$ cat config.mk
export PLATFORM = sky130hd
export DESIGN_NAME = bcd_down_counter_mod10
export DESIGN_NICKNAME = d
export VERILOG_FILES = /design/src/rtl/bcd_down_counter_mod10_pkg.sv /design/src/rtl/bcd_down_counter_mod10.sv
export SDC_FILE = /design/constraint.sdc
export NUM_CORES = 1
export LEC_CHECK = 0
export CELL_PAD_IN_SITES_DETAIL_PLACEMENT = 0
export CELL_PAD_IN_SITES_GLOBAL_PLACEMENT = 1
export CORE_AREA = 2 2 39 41
export CTS_CLUSTER_SIZE = 10
export DETAILED_ROUTE_END_ITERATION = 8
export DIE_AREA = 0 0 41 43
export GPL_ROUTABILITY_DRIVEN = 1
export PLACE_DENSITY = 0.59
export SLEW_MARGIN = 40
export SYNTH_ARGS = -nofsm -noshare
export SYNTH_HDL_FRONTEND = slang
export SYNTH_SLANG_ARGS = --single-unit
$ cat constraint.sdc
create_clock -name clock -period 1.14 [get_ports clock]
set_input_delay 0.114 -clock clock [delete_from_list [all_inputs] [get_ports clock]]
set_output_delay 0.114 -clock clock [all_outputs]
set_load 0.02 [all_outputs]
$ cat src/rtl/bcd_down_counter_mod10_pkg.sv
// Shared constants and digit type for the single-digit BCD down-counter.
package bcd_down_counter_mod10_pkg;

  localparam int unsigned BCD_WIDTH = 4;

  typedef logic [BCD_WIDTH-1:0] bcd_digit_t;

  localparam bcd_digit_t BCD_MAX  = 4'd9;
  localparam bcd_digit_t BCD_ZERO = 4'd0;

endpackage : bcd_down_counter_mod10_pkg

$ cat src/rtl/bcd_down_counter_mod10.sv
// Mod-10 BCD down-counter digit with saturating synchronous load, count enable,
// asynchronous clear, and combinational borrow-out (tc) / zero flags for cascading.
module bcd_down_counter_mod10
  import bcd_down_counter_mod10_pkg::*;
(
  input  logic       clock,
  input  logic       clr,
  input  logic [3:0] data,
  input  logic       loadn,
  input  logic       enable,
  output bcd_digit_t ones,
  output logic       tc,
  output logic       zero
);

  bcd_digit_t next_ones;
  bcd_digit_t load_value;

  // Non-BCD load values clamp to 9 so the digit never leaves 0..9.
  always_comb begin
    load_value = bcd_digit_t'(data);
    if (bcd_digit_t'(data) > BCD_MAX) begin
      load_value = BCD_MAX;
    end
  end

  // Next-state select: load beats count, count beats hold.
  always_comb begin
    next_ones = ones;
    if (!loadn) begin
      next_ones = load_value;
    end else if (enable) begin
      if (ones == BCD_ZERO) begin
        next_ones = BCD_MAX;
      end else begin
        next_ones = ones - bcd_digit_t'(1);
      end
    end
  end

  always_ff @(posedge clock or posedge clr) begin
    if (clr) begin
      ones <= BCD_ZERO;
    end else begin
      ones <= next_ones;
    end
  end

  // Combinational so the next digit decrements on the same edge this one wraps.
  assign zero = (ones == BCD_ZERO);
  assign tc   = enable & zero;

endmodule : bcd_down_counter_mod10

Word-level counts from Yosys, hierarchy flattened
Cells that the tools add are included.
{"block": "totals", "ff_bits": 4, "latch_bits": 0, "ramBits": 0, "rom_bits": 0, "input_bits": 8, "out_inout_bits": 6, "memories": 0}
{"block": "classes", "n_addsub": 1, "multipliers": 0, "n_div": 0, "magnitude_cmp": 1, "eq_ne": 1, "shifts": 0, "mux": 4, "bitwise": 1, "n_reduce_logical": 1}
{"op": "$mux W4", "count": 4}
{"op": "$gt A4 B4 Y1 const B", "count": 1}
{"op": "$logic_not A4 Y1", "count": 1}
{"op": "$sub A4 B1 Y4 const B", "count": 1}
{"op": "$ne A2 B1 Y1 const B", "count": 1}
{"op": "$and A1 B1 Y1", "count": 1}

Logic depth before layout (Yosys ltp)
{"block": "depth", "depth_word": 4, "mapped_depth": 4, "depth_no_buf": 3}

Worst setup path before layout
OpenSTA, ideal clock, no wires.
{"block": "synth_timing", "path_type": "flip-flop to output port", "startpoint": "reg ones[0]", "endpoint": "out tc", "t_arrival_ps": 1383, "required_time_ps": 1026, "setup_slack_ps": -357, "stages_incl_launch_ff": 3, "n_path_buf": 0, "cell_sequence": "dfrtp_1 > or3b_1 > nor3_1"}
{"block": "synth_via", "elab_chain_cells": 2}
{"item": "from (decl)", "line": "bcd_down_counter_mod10.sv:11", "rtl": "output bcd_digit_t ones,"}
{"item": "from (signal assigned)", "line": "bcd_down_counter_mod10.sv:45", "rtl": "ones <= next_ones;"}
{"item": "$logic_not A4 Y1", "line": "bcd_down_counter_mod10.sv:50", "rtl": "assign zero = (ones == BCD_ZERO);"}
{"item": "$and A1 B1 Y1", "line": "bcd_down_counter_mod10.sv:51", "rtl": "assign tc = enable & zero;"}
{"item": "to (decl)", "line": "bcd_down_counter_mod10.sv:12", "rtl": "output logic tc,"}
Every way passes these cells.

Worst setup path in the final report
{"block": "layout_timing", "startpoint": "reg ones[1]", "endpoint": "out tc"}
The elaborated chain is that of the path after synthesis.

==> results.cfg <==
[run_status]
status = finished with violations
violations = negative setup slack

[timing]
slew_viol_final = 0
hold_slack_ps = 54.29
layout_setup_ws_ps = -274.6
setup_tns_ps = -1066
fmax_mhz = 706.9
relSlewSlack_pct = 75.20
tightest_slew_ps = 371.3
fin_crit_sh_pct = 124.1
finClkSkew_ps = 10.34
rsz0062_at_grt = true
hold_viol = 0
min_period_ps = 1415
setup_viol = 7

[yosys]
syn-cell-area_um2 = 239.0
synthTopCellsByCount = dfrtp_1 (4), inv_1 (3)
ys_seq_area_share_pct = 41.88
yosys-top-cells-area = dfrtp_1 (42%), xnor2_1 (7.3%), nor4b_2 (6.3%)
syn_inst = 27
synth_top_area_cell = dfrtp_1
synth_area_per_cell_um2 = 8.851
yosysWarnings = 0
synth_cell_types = 17
synth_top_area_share_pct = 41.88
postSynth.asyncResetShare_pct = 100.0
yosysMostFrequentCell = dfrtp_1
ys_ff_latch = 4
synth_enable_flop_cells = 0
syn_nets = 35
ys.flop_type = dfrtp_1

[global_routing]
grt_max_degree = 6
grt_usage_pct = 8.476
overflow = 0
antenna_found_initial = 0
grt_pass1_wl_um = 1000
grt_pass1_vias = 264

[layout]
drive_above_1_share_pct = 49.09
largest_reg_flops = 4
area_delta_synth_final_pct = 133.0
final_cells = 71
reg_top3 = ones x4
top_register = ones
antenna_cells = 0
finalNetCount = 64

[power]
powerDensity_nw_per_um2 = 1130
total_leakage_power_nw = 0.2418
ir_worst_vdd_mv = 0.4841
p_total_mw = 0.6294

[floorplan]
chipHeight_um = 43
rows = 14
io_pins = 14
initial_core_util_pct = 17.27
die-area_um2 = 1763
die_w_um = 41
core_um2 = 1384

[route]
avgViaCountPerCell = 4.268
totalWireLength_um = 729
first_pass_iters = 1
wl_per_cell_um = 10.27
drt-initial-drc-count = 0
vias = 303
drcViolationCount = 0
ant_nets = 0

[setup_path]
crit_type = flip-flop to primary output
path_delay_family = simple AND/OR/NAND/NOR gates
worstPathRequired_ps = 1030
end_kind = primary output
cp_data_arrival_time_ps = 1300
reg2reg_slack_ps = -230
rr_startpoint = ones[1]$_DFFE_PP0P_
path_buf_inv = 1
r2r-end = ones[1]$_DFFE_PP0P_
path_cells = or3b_4 -> nor3_4 -> buf_6
worst_path_max_delay_cell = or3b_4
r2r_cells = 4
path_max_fanout = 2
startpoint_type = flip-flop
cpPeakStageDelay_ps = 410

[hold_path]
hp-class = input port to asynchronous set/reset pin

[clocking]
htree_levels = 1
path_clk_slew_ps = 40
clockBufferDepth = 2
cts_hold_buf = 0
clock-sinks = 4
clk_latency_ps = 230
numCtsBuffers = 3
cts_root_buffer = clkbuf_4
tritoncts = yes

[job]
maxCapViolations = 0

[placement]
dpl.cell_count = 63
dp_hpwl_um = 562.9
portBuffers = 13
gp_congestion = 0.6079
worst max path at each step:
| stage | from | end | slack (ps) | cells after the start |
|---|---|---|---|---|
| after global routing | ones[1]$_DFFE_PP0P_ | tc | -320 | 3 |
| after global placement | enable | tc | -670 | 4 |
| final | ones[1]$_DFFE_PP0P_ | tc | -270 | 3 |
| after floorplan | ones[1]$_DFFE_PP0P_ | ones[1]$_DFFE_PP0P_ | -140 | 3 |
| after CTS | ones[1]$_DFFE_PP0P_ | tc | -290 | 3 |
| after detailed placement | enable | tc | -710 | 4 |
layer usage:
| metal | part of all wire [%] | track usage [%] | vias to the layer above |
|---|---|---|---|
| met5 | 0 | 0 | - |
| met4 | 0 | 4.000 | 0 |
| met3 | 3.0 | 1.571 | 0 |
| met2 | 65 | 16.56 | 5 |
| met1 | 32 | 7.190 | 146 |
| li1 | - | - | 152 |
through the flow:
stage / worst slack [ps] / instance area, µm² / utilization (%)
2_1_floorplan: -138.1 / 261.5 / -
3_3_place_gp: -667.1 / 467.9 / 33.82
3_5_place_dp: -713.5 / 467.9 / 33.82
4_1_cts: -292.4 / 518.0 / 37.43
5_1_grt: -322.7 / 556.8 / 40.24
6_report: -274.6 / 556.8 / 40.24
worst reg2reg max path: cells and delay by family (launching register included):
kind	cells	cell delay, ps
buf+inv	1	160
simple gates	1	410
flops	1	390
compound gates	2	310
power breakdown:
group	switching [mW]	internal (mW)	leakage, nW	total [mW]
combinational	0.116	0.143	0.182	0.259
clock	0.0559	0.131	0.0150	0.187
sequential	0.0218	0.162	0.0451	0.183
total	0.193	0.436	0.242	0.629
kinds of logic (layout without fill, tap and decap cells):
family,after synthesis,in the layout,synth area share [%]
XOR/XNOR,2,2,7.331
flip-flops,4,4,41.89
AO/OA/AOI/OAI,8,8,19.90
buffers and inverters,4,32,6.281
AND/OR/NAND/NOR,9,9,24.60
area by class of cell:
cell class / count / area (µm²)
clock buffer: 4 / 26.28
fill: 134 / 827.0
tap: 16 / 20.02
inverter: 3 / 11.26
timing repair buffer: 25 / 220.2
sequential: 4 / 102.6
multi-input combinational: 19 / 176.4
timing repair:
| item | in CTS | in global routing |
|---|---|---|
| gates resized for setup | 27 | 7 |
| gates cloned | 0 | 0 |
| pin swaps | 5 | 5 |
| buffers inserted | 2 | 3 |
| setup endpoints to repair | 9 | 7 |
layout by cell type (no fill, tap or decap), drive strengths merged:
master and n:
buf 16, a31oi 2, xnor2 2, clkdlybuf4s50 7
nor4 1, o21bai 1, nor2 2, a22oi 1
nor3b 1, a21oi 2, nand3 1, nand2 1
dfrtp 4, dlygate4sd2 1, nor4b 1, inv 3
nor3 1, or3b 1, o21ai 2, clkbuf 5
Power figures use the tool's default switching activity.
